File: src/rtl/div_arbiter.sv
// -----------------------------------------------------------------------------
// div_arbiter
//   Round-robin arbiter sharing one bit-serial divider among N_REQ requesters.
//   One job is in flight at a time: the winning request's operands are latched,
//   the divider is started, and its result goes back to the owning requester
//   as a one-cycle strobe. Divide-by-zero is answered locally without touching
//   the divider. A divider that does not finish within TIMEOUT wait cycles
//   gets an error response, and the arbiter then waits for it to return to
//   idle before it accepts new work.
//
// Ports
//   CLK             clock, all logic on posedge
//   reset           synchronous, active-low reset
//   req_valid       per-requester job request (operands stable while high)
//   req_dividend    packed dividends, requester k in [k*DATA_W +: DATA_W]
//   req_divisor     packed divisors, same packing
//   req_ready       one-hot accept (combinational, IDLE and div_idle only)
//   resp_valid      one-hot, one-cycle response strobe to the job owner
//   resp_quotient   quotient, zero when resp_valid is 0
//   resp_remainder  remainder, zero when resp_valid is 0
//   resp_div_zero   job had divisor == 0
//   resp_timeout    divider did not finish in time
//   div_start       one-cycle start pulse to the divider
//   div_dividend    latched dividend, held until the next accept
//   div_divisor     latched divisor, held until the next accept
//   div_idle        divider is in its idle state
//   div_finish      divider result valid this cycle
//   div_quotient    divider quotient
//   div_remainder   divider remainder
//
// States
//   state   | meaning
//   --------+-----------------------------------------------------------
//   S_IDLE  | waiting for a request; req_ready driven when div_idle
//   S_ISSUE | div_start high for this one cycle, wait timer loaded
//   S_WAIT  | waiting for div_finish or the wait timer to expire
//   S_RESP  | resp_valid strobe with registered result and flags
//   S_DRAIN | after a timeout, wait for the divider to report idle
// -----------------------------------------------------------------------------
module div_arbiter #(
    parameter int N_REQ   = 4,
    parameter int DATA_W  = 8,
    parameter int TIMEOUT = 64
) (
    input  logic                    CLK,
    input  logic                    reset,
    input  logic [N_REQ-1:0]        req_valid,
    input  logic [N_REQ*DATA_W-1:0] req_dividend,
    input  logic [N_REQ*DATA_W-1:0] req_divisor,
    output logic [N_REQ-1:0]        req_ready,
    output logic [N_REQ-1:0]        resp_valid,
    output logic [DATA_W-1:0]       resp_quotient,
    output logic [DATA_W-1:0]       resp_remainder,
    output logic                    resp_div_zero,
    output logic                    resp_timeout,
    output logic                    div_start,
    output logic [DATA_W-1:0]       div_dividend,
    output logic [DATA_W-1:0]       div_divisor,
    input  logic                    div_idle,
    input  logic                    div_finish,
    input  logic [DATA_W-1:0]       div_quotient,
    input  logic [DATA_W-1:0]       div_remainder
);

    localparam int GW = $clog2(N_REQ);
    localparam int SW = GW + 1;
    localparam int TW = $clog2(TIMEOUT);

    typedef enum logic [2:0] {
        S_IDLE  = 3'd0,
        S_ISSUE = 3'd1,
        S_WAIT  = 3'd2,
        S_RESP  = 3'd3,
        S_DRAIN = 3'd4
    } state_t;

    state_t            state;
    logic [GW-1:0]     last_grant;
    logic [GW-1:0]     owner;
    logic [TW-1:0]     timer;

    logic              found;
    logic [GW-1:0]     grant_idx;
    logic [N_REQ-1:0]  grant_oh;
    logic              accept;
    logic [DATA_W-1:0] sel_dividend;
    logic [DATA_W-1:0] sel_divisor;

    function automatic logic [N_REQ-1:0] onehot(input logic [GW-1:0] idx);
        logic [N_REQ-1:0] v;
        v      = '0;
        v[idx] = 1'b1;
        return v;
    endfunction

    // Circular search starting just after last_grant; the sum is one bit wider
    // than an index so the wrap works for non-power-of-two N_REQ as well.
    always_comb begin
        logic [SW-1:0] sum;
        logic [GW-1:0] idx;
        sum       = '0;
        idx       = '0;
        found     = 1'b0;
        grant_idx = '0;
        for (int i = 1; i <= N_REQ; i++) begin
            sum = {1'b0, last_grant} + SW'(i);
            if (sum >= SW'(N_REQ)) begin
                sum = sum - SW'(N_REQ);
            end
            idx = sum[GW-1:0];
            if (!found && req_valid[idx]) begin
                found     = 1'b1;
                grant_idx = idx;
            end
        end
    end

    always_comb begin
        sel_dividend = '0;
        sel_divisor  = '0;
        for (int k = 0; k < N_REQ; k++) begin
            if (grant_idx == GW'(k)) begin
                sel_dividend = req_dividend[k*DATA_W +: DATA_W];
                sel_divisor  = req_divisor[k*DATA_W +: DATA_W];
            end
        end
    end

    assign accept    = (state == S_IDLE) && div_idle && found;
    assign grant_oh  = onehot(grant_idx);
    assign req_ready = accept ? grant_oh : '0;

    // Outputs are registered so that div_start lines up with S_ISSUE and
    // resp_* line up with S_RESP; every strobe and response field defaults
    // to zero so it reads back zero outside its one cycle.
    always_ff @(posedge CLK) begin
        if (!reset) begin
            state          <= S_IDLE;
            last_grant     <= GW'(N_REQ - 1);
            owner          <= '0;
            timer          <= '0;
            div_start      <= 1'b0;
            div_dividend   <= '0;
            div_divisor    <= '0;
            resp_valid     <= '0;
            resp_quotient  <= '0;
            resp_remainder <= '0;
            resp_div_zero  <= 1'b0;
            resp_timeout   <= 1'b0;
        end else begin
            div_start      <= 1'b0;
            resp_valid     <= '0;
            resp_quotient  <= '0;
            resp_remainder <= '0;
            resp_div_zero  <= 1'b0;
            resp_timeout   <= 1'b0;

            case (state)
                S_IDLE: begin
                    if (accept) begin
                        owner        <= grant_idx;
                        last_grant   <= grant_idx;
                        div_dividend <= sel_dividend;
                        div_divisor  <= sel_divisor;
                        if (sel_divisor == '0) begin
                            state          <= S_RESP;
                            resp_valid     <= grant_oh;
                            resp_div_zero  <= 1'b1;
                            resp_remainder <= sel_dividend;
                        end else begin
                            state     <= S_ISSUE;
                            div_start <= 1'b1;
                        end
                    end
                end

                // Down-counter: expires when it reaches zero on the
                // TIMEOUT-th wait cycle.
                S_ISSUE: begin
                    timer <= TW'(TIMEOUT - 1);
                    state <= S_WAIT;
                end

                S_WAIT: begin
                    if (div_finish) begin
                        state          <= S_RESP;
                        resp_valid     <= onehot(owner);
                        resp_quotient  <= div_quotient;
                        resp_remainder <= div_remainder;
                    end else if (timer == '0) begin
                        state        <= S_RESP;
                        resp_valid   <= onehot(owner);
                        resp_timeout <= 1'b1;
                    end else begin
                        timer <= timer - 1'b1;
                    end
                end

                // resp_timeout still holds this job's flag here.
                S_RESP: begin
                    state <= resp_timeout ? S_DRAIN : S_IDLE;
                end

                S_DRAIN: begin
                    if (div_idle) begin
                        state <= S_IDLE;
                    end
                end

                default: begin
                    state <= S_IDLE;
                end
            endcase
        end
    end

endmodule

File: config.mk
export PLATFORM = sky130hd
export DESIGN_NAME = div_arbiter
export DESIGN_NICKNAME = d
export VERILOG_FILES = /design/src/rtl/div_arbiter.sv
export SDC_FILE = /design/constraint.sdc
export NUM_CORES = 1
export LEC_CHECK = 0
export ABC_AREA = 1
export BUFFER_PORTS_ARGS = -buffer_cell sky130_fd_sc_hd__buf_2
export CAP_MARGIN = 25
export CORE_ASPECT_RATIO = 0.9
export CORE_MARGIN = 3
export CORE_UTILIZATION = 42
export DETAILED_ROUTE_END_ITERATION = 10
export GPL_ROUTABILITY_DRIVEN = 0
export PLACE_DENSITY_LB_ADDON = 0.12
export SYNTH_ARGS = -nofsm -noshare
export SYNTH_HDL_FRONTEND = slang
export SYNTH_SLANG_ARGS = --single-unit
export TNS_END_PERCENT = 20
File: constraint.sdc
create_clock -name CLK -period 2.08 [get_ports CLK]
set_input_delay 0.312 -clock CLK [delete_from_list [all_inputs] [get_ports CLK]]
set_output_delay 0.312 -clock CLK [all_outputs]
set_load 0.005 [all_outputs]
==> reports/qor.csv, run 1 <==
stage,metric,value,unit
layout,multiInputGateArea,1744,sq um
placed_design,placed_area,3844,sq um
clock_tree,postCtsHoldBufs,0,
synthesis,ys_seq_elements,52,
detailed_routing,vias,3322,
clock_tree,cts_sinks,52,
detailed_routing,routed_via_density,4.885,
synthesis,synthCells,413,
setup_path,r2r-end,resp_remainder[7]$_SDFF_PN0_,
synthesis,async_reset_ff_share,0,%
die,die-area,7770,sq um
detailed_routing,drt-total-wl,9021,um
global_routing,grt_max_degree,22,
synthesis,yosys.area.top_type,dfxtp_1,
detailed_routing,drt_iter0_drc,125,
pwr,power_density,1855,nW/um^2
global_routing,antenna_found_initial,0,
worst_hold_path,whs_endpoint,resp_timeout$_SDFF_PP0_,
die,die_x,92.59,um
die,io_pins,131,
global_routing,grt_util_all_layers,21.84,%
layout,diodes,0,
sta,period_minus_slack,2372,ps
detailed_routing,drc,0,
global_routing,grt_pass1_wl,13950,um
setup_path,start_kind,flip-flop,
setup_path,worstSetupPathType,flip-flop to flip-flop,
worst_hold_path,hp-start,div_finish,
layout,nFillCells,559,
sta,hold_violations,0,
global_routing,grt_pass1_vias,3077,
run_status,status,finished with violations,
die,core,6317,sq um
layout,area_growth,56.20,%
setup_path,cp-end-kind,flip-flop,
placed_design,place_hpwl,6758,um
layout,fin_area,4427,sq um
placed_design,port_buffers,130,
clock_tree,cts-htree-levels,2,
detailed_routing,ant_nets,0,
synthesis,syn_area,2834,sq um
sta,whs,178.5,ps
detailed_routing,wire_per_inst,13.27,um
die,rows,27,
clock_tree,cts_buffers,5,
die,die_h,83.93,um
setup_path,cp_max_fo,7,
clock_tree,worstSkewPairLatency,300,ps
sta,finalWorstSetupSlack,-291.6,ps
sta,maxClockFrequency,421.7,MHz
synthesis,ys_warn_count,0,
clock_tree,tritoncts,yes,
sta,finalSetupViolations,26,
layout,num-nets-final,681,
worst_hold_path,hp-class,input port to flip-flop,
setup_path,worstPathArrival,2600,ps
sta,slew_headroom,65.32,%
setup_path,cp.required,2310,ps
synthesis,synth_flop_cell,dfxtp_1,
setup_path,reg2reg_slack,-290,ps
sta,post-route-period-util,114.0,%
pwr,p_leak,2.309,nW
clock_tree,clock_path_buffers,2,
run_status,violations,negative setup slack,
sta,finClkSkew,9.278,ps
layout,drive_above_1_share,50.59,%
die,start_util,44.86,%
synthesis,avgSynthCellArea,6.862,sq um
synthesis,ys_seq_area_share,36.73,%
detailed_routing,dr.pass1.iters,5,
setup_path,worstRegToRegCells,20,
synthesis,netlist.area_leader.share,36.73,%
setup_path,r2r-start,last_grant[0]$_SDFFE_PN1P_,
worst_hold_path,hold_depth,2,
sta,rsz0062_at_grt,true,
synthesis,synthTopCellsByArea,"dfxtp_1, nand2_1, inv_1",
clock_tree,cts-root-buf,clkbuf_8,
pwr,irDropWorstVdd,1158,uV
layout,final-seq-area,1049,sq um
synthesis,synth_fp_nets,502,
sta,slew_viol_final,0,
synthesis,synth.distinct_cells,32,
synthesis,synth_edf_count,0,
global_routing,grt-ovfl-total,0,
run,max-cap-violations,0,
sta,worst_pin_slew,518.2,ps
clock_tree,clkTransAtPathRegs,90,ps
-- cells in the mapped netlist (5+ instances only) --
library cell   n
nand2_1       88
nand2_4        5
nor2_1        43
a21oi_1       16
dfxtp_1       52
o211ai_1      11
o21ai_0       16
nand3_1       26
nand2_2       15
nand4_1       18
clkbuf_1       8
a21oi_2        9
nor2_2         5
o21ai_1        5
inv_1         59
-- power breakdown --
part,internal [mW],switching (mW),total (mW)
clock,0.241,0.324,0.565
sequential,1.27,0.190,1.46
combinational,2.83,3.35,6.18
total,4.35,3.86,8.21
-- cell type report --
type / instances / area share [%]
clock buffers: 6 / 1.639
clock inverters: 2 / 0.3392
inverters: 64 / 6.105
multi-input cells: 282 / 39.40
flip-flops and latches: 52 / 23.69
well taps: 87 / 2.459
repair buffers: 187 / 26.37
-- timing repair --
item / 4_1_cts / 5_1_grt
gates cloned: 0 / 0
setup buffers: 12 / 5
resized for setup: 45 / 55
endpoints found under the setup margin: 24 / 39
hold endpoints to repair: 0 / 0
pin swaps: 11 / 25
-- stage by stage --
stage	setup slack (ps)	TNS [ps]	util [%]	cells	power, mW
floorplan	-7.786	-7.786	-	413	4.312
global placement	-198.6	-3238	60.84	655	5.875
detailed placement	-254.8	-4575	60.84	655	5.933
CTS	-265.4	-4285	66.45	675	7.399
global route	-456.5	-9980	70.07	680	8.827
finish	-291.6	-5251	70.07	680	8.213
-- metal layers --
layer | global-route usage (%) | wire length (um) | vias to the layer above
li1 | - | - | 1689
met1 | 29.13 | 3934 | 1515
met2 | 37.09 | 4441 | 110
met3 | 4.599 | 589 | 8
met4 | 2.834 | 55 | 0
met5 | 0 | 0 | -
-- worst max-delay path by stage --
| stage | start | end | slack (ps) |
|---|---|---|---|
| after floorplan | last_grant[0]$_SDFFE_PN1P_ | resp_valid[3]$_SDFF_PN0_ | -8 |
| after global placement | req_valid[3] | resp_remainder[7]$_SDFF_PN0_ | -200 |
| after detailed placement | req_valid[3] | resp_remainder[7]$_SDFF_PN0_ | -250 |
| after CTS | last_grant[0]$_SDFFE_PN1P_ | req_ready[1] | -270 |
| after global routing | last_grant[0]$_SDFFE_PN1P_ | resp_remainder[7]$_SDFF_PN0_ | -460 |
| final | last_grant[0]$_SDFFE_PN1P_ | resp_remainder[7]$_SDFF_PN0_ | -290 |
-- flip-flops by register name, indices dropped and copies added, names as in the netlist --
register,count
div_dividend,8
div_divisor,8
resp_quotient,8
resp_remainder,8
timer,6
resp_valid,4
state,3
last_grant,2
owner,2
div_start,1
resp_div_zero,1
resp_timeout,1
-- critical path, cell delays in order, from the launching register on --
cell and delay [ps]:
dfxtp_4 410, inv_8 60, nand2_2 70, nand2_4 60
nand2_1 60, nand2_1 60, nand2_1 80, nand2_2 80
nor2_4 120, nand2_4 70, nand2_8 100, nor2_4 60
buf_6 130, nand2_2 60, nand3_2 70, nor2_2 150
nand2_2 90, nor2_4 160, buf_6 120, nand4_1 100
a21oi_1 150
-- cell families after synthesis --
logic type	synth area share, %
AOI/OAI and AO/OA	14.22
xor gates and xnor gates	0.9273
adders and majority gates	0.4414
buffers and inverters	11.57
DFF	36.73
and+or+nand+nor	36.11
-- layout by cell type (no fill, tap or decap), types with 5 or more instances in the layout --
cell type,n
nor2_1,31
nand2_1,66
o21ai_1,8
dfxtp_1,50
nand3_1,18
buf_6,13
a21oi_2,12
a21oi_1,13
nor2_4,11
o21ai_0,9
nand2_4,9
buf_4,42
nand4_1,18
buf_2,129
nand2_2,31
nor2_2,10
inv_1,55
o211ai_1,11
nand3_2,10
clkbuf_8,5
Power figures use the tool's default switching activity.
==> inputs of run 2 (changes only) <==
--- a/config.mk
+++ b/config.mk
@@ -7,3 +7,2 @@
 export LEC_CHECK = 0
-export ABC_AREA = 1
 export BUFFER_PORTS_ARGS = -buffer_cell sky130_fd_sc_hd__buf_2
@@ -12,3 +11,3 @@
 export CORE_MARGIN = 3
-export CORE_UTILIZATION = 42
+export CORE_UTILIZATION = 41
 export DETAILED_ROUTE_END_ITERATION = 10
==> constraint.sdc (replaced) <==
create_clock -name CLK -period 2.08 [get_ports CLK]
set_input_delay 0.104 -clock CLK [delete_from_list [all_inputs] [get_ports CLK]]
set_output_delay 0.104 -clock CLK [all_outputs]
set_load 0.1 [all_outputs]
==> reports/qor.csv, run 2 <==
stage,metric,value,unit
run_status,status,"finished, final reports clean",
setup_path,crit_buf_inv,1,
pwr,power_density,879.9,nW/um^2
setup_path,crit_family,simple AND/OR/NAND/NOR gates,
detailed_routing,vias,2574,
die,io_pins,131,
layout,drive_above_1_share,42.19,%
detailed_routing,drc,0,
synthesis,async_reset_ff_share,0,%
sta,hold_violations,0,
layout,final_cell_mix,"buf_2, dfxtp_1, mux2i_1, o21ai_0",
setup_path,cp-end-kind,primary output,
die,die_h,81.86,um
sta,post-route-period-util,95.64,%
setup_path,slowest_stage,dfxtp_1,
pwr,p_leak,1.660,nW
setup_path,slowest_delay,360,ps
clock_tree,cts_buffers,5,
setup_path,worstPathArrival,1890,ps
sta,maxClockFrequency,502.7,MHz
synthesis,synth.distinct_cells,43,
synthesis,synthXorXnorAreaFrac,1.002,%
setup_path,crit_chain,and2b_1 -> o221a_2 -> or2_2 -> nor2_2 -> buf_12,
placed_design,pre_cts_ws,212.1,ps
layout,num-nets-final,517,
synthesis,synth_flop_cell,dfxtp_1,
setup_path,worstSetupPathType,flip-flop to primary output,
synthesis,syn_area,2621,sq um
sta,rsz0062_at_grt,true,
synthesis,ys_seq_elements,52,
global_routing,grt-ovfl-total,0,
detailed_routing,wire_per_inst,13.94,um
synthesis,netlist.area_leader.share,39.71,%
layout,instances_no_fill,514,
worst_hold_path,hp-start,div_remainder[5],
die,die_x,90.29,um
detailed_routing,drt-total-wl,7167,um
placed_design,port_buffers,130,
setup_path,cp.required,1980,ps
clock_tree,tritoncts,yes,
clock_tree,cts-htree-levels,2,
global_routing,grt_util_all_layers,19.06,%
sta,finClkSkew,4.912,ps
clock_tree,clkTransAtPathRegs,90,ps
die,core,5921,sq um
synthesis,synthTopCellsByArea,"dfxtp_1, mux2i_1, mux2_2",
synthesis,ys_warn_count,0,
pwr,irDropWorstVdd,549.5,uV
synthesis,ys_seq_area_share,39.71,%
synthesis,synthAdderAreaFrac,0.4773,%
synthesis,synth_fp_nets,371,
global_routing,grt_pass1_vias,2488,
setup_path,r2r-end,timer[5]$_SDFFE_PN0P_,
clock_tree,worstSkewPairLatency,300,ps
setup_path,cp_max_fo,6,
worst_hold_path,whs_endpoint,resp_remainder[5]$_SDFF_PN0_,
layout,final_common_cell,buf_2,
setup_path,startpoint,last_grant[0]$_SDFFE_PN1P_,
synthesis,synth_edf_count,0,
sta,slew_viol_final,0,
setup_path,reg2reg_slack,200,ps
synthesis,synthCells,282,
detailed_routing,routed_via_density,5.008,
synthesis,synth_top_family_by_area,multiplexers,
die,rows,26,
global_routing,antenna_found_initial,0,
setup_path,worstRegToRegCells,8,
setup_path,r2r-start,timer[0]$_SDFFE_PN0P_,
worst_hold_path,hold_depth,3,
detailed_routing,ant_nets,0,
die,die-area,7390,sq um
worst_hold_path,hp-class,input port to flip-flop,
synthesis,yosys.area.top_type,dfxtp_1,
sta,period_minus_slack,1989,ps
detailed_routing,dr.pass1.iters,4,
synthesis,yosys-top-cells-count,"dfxtp_1, mux2i_1, o21ai_0",
synthesis,synth_most_common_cell,dfxtp_1,
placed_design,placed_cells,491,
clock_tree,cts_sinks,52,
synthesis,synthMuxAreaShare,21.00,%
synthesis,avgSynthCellArea,9.295,sq um
sta,worst_pin_slew,554.5,ps
global_routing,grt_max_degree,21,
sta,slew_headroom,63.03,%
clock_tree,cts-root-buf,clkbuf_8,
layout,area_growth,41.00,%
synthesis,synth_compound_area_share,13.22,%
die,start_util,44.27,%
detailed_routing,drt_iter0_drc,77,
run,max-cap-violations,0,
setup_path,start_kind,flip-flop,
sta,finalWorstSetupSlack,90.71,ps
global_routing,grt_pass1_wl,11410,um
clock_tree,clock_path_buffers,2,
placed_design,place_hpwl,5416,um
synthesis,synth-simple-area-share,20.24,%
sta,finalSetupViolations,0,
run 2: cell count changes in the layout (fill, tap and decap cells not counted), moves of 11 or more:
cell / before / now
nand2_1: 66 / 21
inv_1: 55 / 3
o21ai_0: 9 / 33
mux2i_1: 0 / 37
buf_4: 42 / 7
buf_6: 13 / 0
dlygate4sd3_1: 0 / 14
nand4_1: 18 / 3
nor2_1: 31 / 6
a21oi_2: 12 / 0
nand2_2: 31 / 0
mux2_2: 0 / 16
nor2_4: 11 / 0
run 2: cell families (layout without fill, tap and decap cells):
group	after synthesis	count (layout)
AO/OA/AOI/OAI	56	56
XOR/XNOR	3	3
adder cells (fa/ha/maj)	1	1
buffers and inverters	19	166
flip-flops	52	52
multiplexers	53	53
other	0	1
AND/OR/NAND/NOR	98	98
run 2: worst reg2reg max path: cells and delay by family (launching register included):
| kind | cells | cell delay [ps] |
|---|---|---|
| DFF | 1 | 390 |
| AOI/OAI and AO/OA | 2 | 480 |
| buffers and inverters | 2 | 280 |
| and+or+nand+nor | 2 | 300 |
| xor gates and xnor gates | 1 | 170 |
| adders and majority gates | 1 | 220 |
run 2: routing by layer:
layer / GRT usage [%] / share of wire (%)
met5: 0 / 0
met4: 5.505 / 1.0
met3: 5.220 / 5.8
met2: 35.12 / 50
met1: 21.97 / 43
run 2: worst max-delay path by stage:
stage                            endpoint  cells after the start
floorplan                    req_ready[2]                      6
global placement    timer[5]$_SDFFE_PN0P_                      8
detailed placement  timer[5]$_SDFFE_PN0P_                      8
CTS                          req_ready[2]                      5
global route        timer[3]$_SDFFE_PN0P_                      7
finish                       req_ready[1]                      5
run 2: cell type report:
cell class,count,area (sq um)
Timing Repair Buffer,153,943.4
Inverter,5,18.77
Clock buffer,6,82.58
Clock inverter,2,15.01
Tap cell,84,105.1
Sequential cell,52,1042
Antenna cell,1,2.502
Multi-Input combinational cell,211,1486
Fill cell,555,2225
run 2: per-stage QoR:
stage	setup TNS (ps)	hold slack [ps]	instance area (sq um)	utilization, %	power [mW]
after floorplan	-1101	181.9	2626	-	2.320
after global placement	0	297.2	3445	58.18	2.635
after detailed placement	0	303.2	3445	58.18	2.646
after CTS	0	1.436	3682	62.19	3.275
after global routing	-9.340	37.07	3694	62.38	3.429
final	0	14.93	3696	62.43	3.252
run 2: power by group:
part           internal, mW  switching (mW)
clock                 0.270           0.331
sequential             1.11          0.0917
combinational         0.488           0.961
run 2: timing repair:
item	CTS	global route
setup buffers	0	0
hold endpoints to repair	14	0
hold buffers	14	0
gates resized for setup	0	4
endpoints found under the setup margin	0	5
==> inputs of run 3 (changes only) <==
- CAP_MARGIN: 25 -> unset
- HOLD_SLACK_MARGIN: unset -> 0.12
==> reports/qor.csv, run 3 (synthesis results as in run 2) <==
stage,metric,value,unit
sta,worst_pin_slew,555.0,ps
layout,area_growth,42.15,%
sta,post-route-period-util,95.60,%
setup_path,cp.required,1980,ps
detailed_routing,ant_nets,0,
detailed_routing,vias,2587,
die,die-area,7390,sq um
pwr,clockPowerShare,18.5,%
clock_tree,cts_buffers,5,
die,die_h,81.86,um
worst_hold_path,hp-start,div_idle,
detailed_routing,drc,0,
setup_path,r2r-end,timer[5]$_SDFFE_PN0P_,
clock_tree,clock_path_buffers,2,
setup_path,reg2reg_slack,200,ps
detailed_routing,drt_iter0_drc,87,
global_routing,grt_max_degree,21,
die,core,5921,sq um
layout,final_util,62.93,%
die,die_x,90.29,um
die,rows,26,
clock_tree,clkTransAtPathRegs,90,ps
sta,rsz0062_at_grt,true,
layout,final_common_cell,buf_2,
placed_design,place_hpwl,5416,um
pwr,swShare,42.60,%
clock_tree,cts-htree-levels,2,
clock_tree,postCtsSetupBuffers,0,
pwr,p_leak,1.672,nW
layout,nFillCells,551,
sta,tns,0,ps
run,max-cap-violations,0,
pwr,power_density,874.8,nW/um^2
sta,hold_violations,0,
clock_tree,tritoncts,yes,
sta,finalSetupViolations,0,
die,io_pins,131,
pwr,seq_power_share,36.8,%
setup_path,start_kind,flip-flop,
setup_path,worstRegToRegCells,8,
global_routing,grt_pass1_wl,11460,um
clock_tree,cts_sinks,52,
sta,finClkSkew,3.667,ps
global_routing,grt_util_all_layers,19.18,%
pwr,total_power,3.260,mW
pwr,comb_power_share,44.7,%
global_routing,grt_pass1_vias,2489,
sta,slew_viol_final,0,
layout,drive_above_1_share,41.90,%
clock_tree,worstSkewPairLatency,300,ps
pwr,p_sw,1.389,mW
layout,num-nets-final,520,
sta,period_minus_slack,1988,ps
worst_hold_path,hp-class,input port to flip-flop,
setup_path,cp-end-kind,primary output,
sta,slew_headroom,63.00,%
worst_hold_path,whs_endpoint,state[1]$_SDFFE_PN0P_,
clock_tree,cts-root-buf,clkbuf_8,
global_routing,antenna_found_initial,0,
setup_path,cp_max_fo,6,
die,start_util,44.27,%
placed_design,placed_area,3445,sq um
detailed_routing,routed_via_density,5.004,
placed_design,port_buffers,130,
sta,whs,200.4,ps
sta,maxClockFrequency,502.9,MHz
layout,fin_area,3726,sq um
worst_hold_path,hold_depth,4,
pwr,irDropWorstVdd,551.4,uV
layout,final_cell_mix,"buf_2, dfxtp_1, mux2i_1, o21ai_0",
detailed_routing,drt-total-wl,7240,um
setup_path,worstSetupPathType,flip-flop to primary output,
detailed_routing,dr.pass1.iters,4,
detailed_routing,wire_per_inst,14.00,um
run_status,status,"finished, final reports clean",
setup_path,worstPathArrival,1880,ps
pwr,p_int,1.871,mW
setup_path,r2r-start,timer[0]$_SDFFE_PN0P_,
global_routing,grt-ovfl-total,0,
## run 3: cell count changes in the layout (fill, tap and decap cells not counted), sizes merged
cell and change:
dlygate4sd3 +3
## run 3: routing by layer
metal  GRT usage (%)  part of all wire (%)  vias to the layer above
li1                -                     -                     1330
met1           22.02                    42                     1179
met2           35.50                    51                       72
met3           5.220                   5.9                        6
met4           5.505                  0.99                        0
met5               0                     0                        -
## run 3: power by group through the flow
stage                     clock network, mW  registers [mW]  logic, mW
after floorplan                           0            1.65      0.671
after global placement                    0            1.22       1.42
after detailed placement                  0            1.22       1.43
after CTS                             0.625            1.20       1.46
after global routing                  0.660            1.22       1.55
final                                 0.603            1.20       1.46
## run 3: worst max-delay path, cell delays in order, from the launching register on
cell and delay, ps:
dfxtp_1 360, and2b_1 210, o221a_2 320, or2_2 340, nor2_2 160, buf_12 190
## run 3: cell type report
type | instances | area, sq um | area share, %
Antenna cell | 1 | 2.502 | 0.06716
Clock buffer | 6 | 82.58 | 2.216
Clock inverter | 2 | 15.01 | 0.4030
Inverter | 5 | 18.77 | 0.5037
Multi-Input combinational cell | 211 | 1486 | 39.89
Sequential cell | 52 | 1042 | 27.97
Tap cell | 84 | 105.1 | 2.821
Timing Repair Buffer | 156 | 973.4 | 26.12
## run 3: worst max path at each step
stage	startpoint	to	slack (ps)
2_1_floorplan	last_grant[0]$_SDFFE_PN1P_	req_ready[2]	-400
6_report	last_grant[0]$_SDFFE_PN1P_	req_ready[1]	90
5_1_grt	timer[0]$_SDFFE_PN0P_	timer[3]$_SDFFE_PN0P_	-9
3_3_place_gp	timer[0]$_SDFFE_PN0P_	timer[5]$_SDFFE_PN0P_	230
4_1_cts	state[0]$_SDFFE_PN0P_	req_ready[2]	70
3_5_place_dp	timer[0]$_SDFFE_PN0P_	timer[5]$_SDFFE_PN0P_	210
## run 3: what timing repair did
item,in CTS,in global routing
hold buffers,17,0
setup endpoints to repair,0,5
resized for setup,0,4
hold endpoints to repair,17,0
## run 3: through the flow
step | setup WS [ps] | std cells
3_5_place_dp | 212.1 | 491
6_report | 91.56 | 517
2_1_floorplan | -402.9 | 282
4_1_cts | 65.61 | 516
5_1_grt | -9.340 | 516
3_3_place_gp | 231.5 | 491
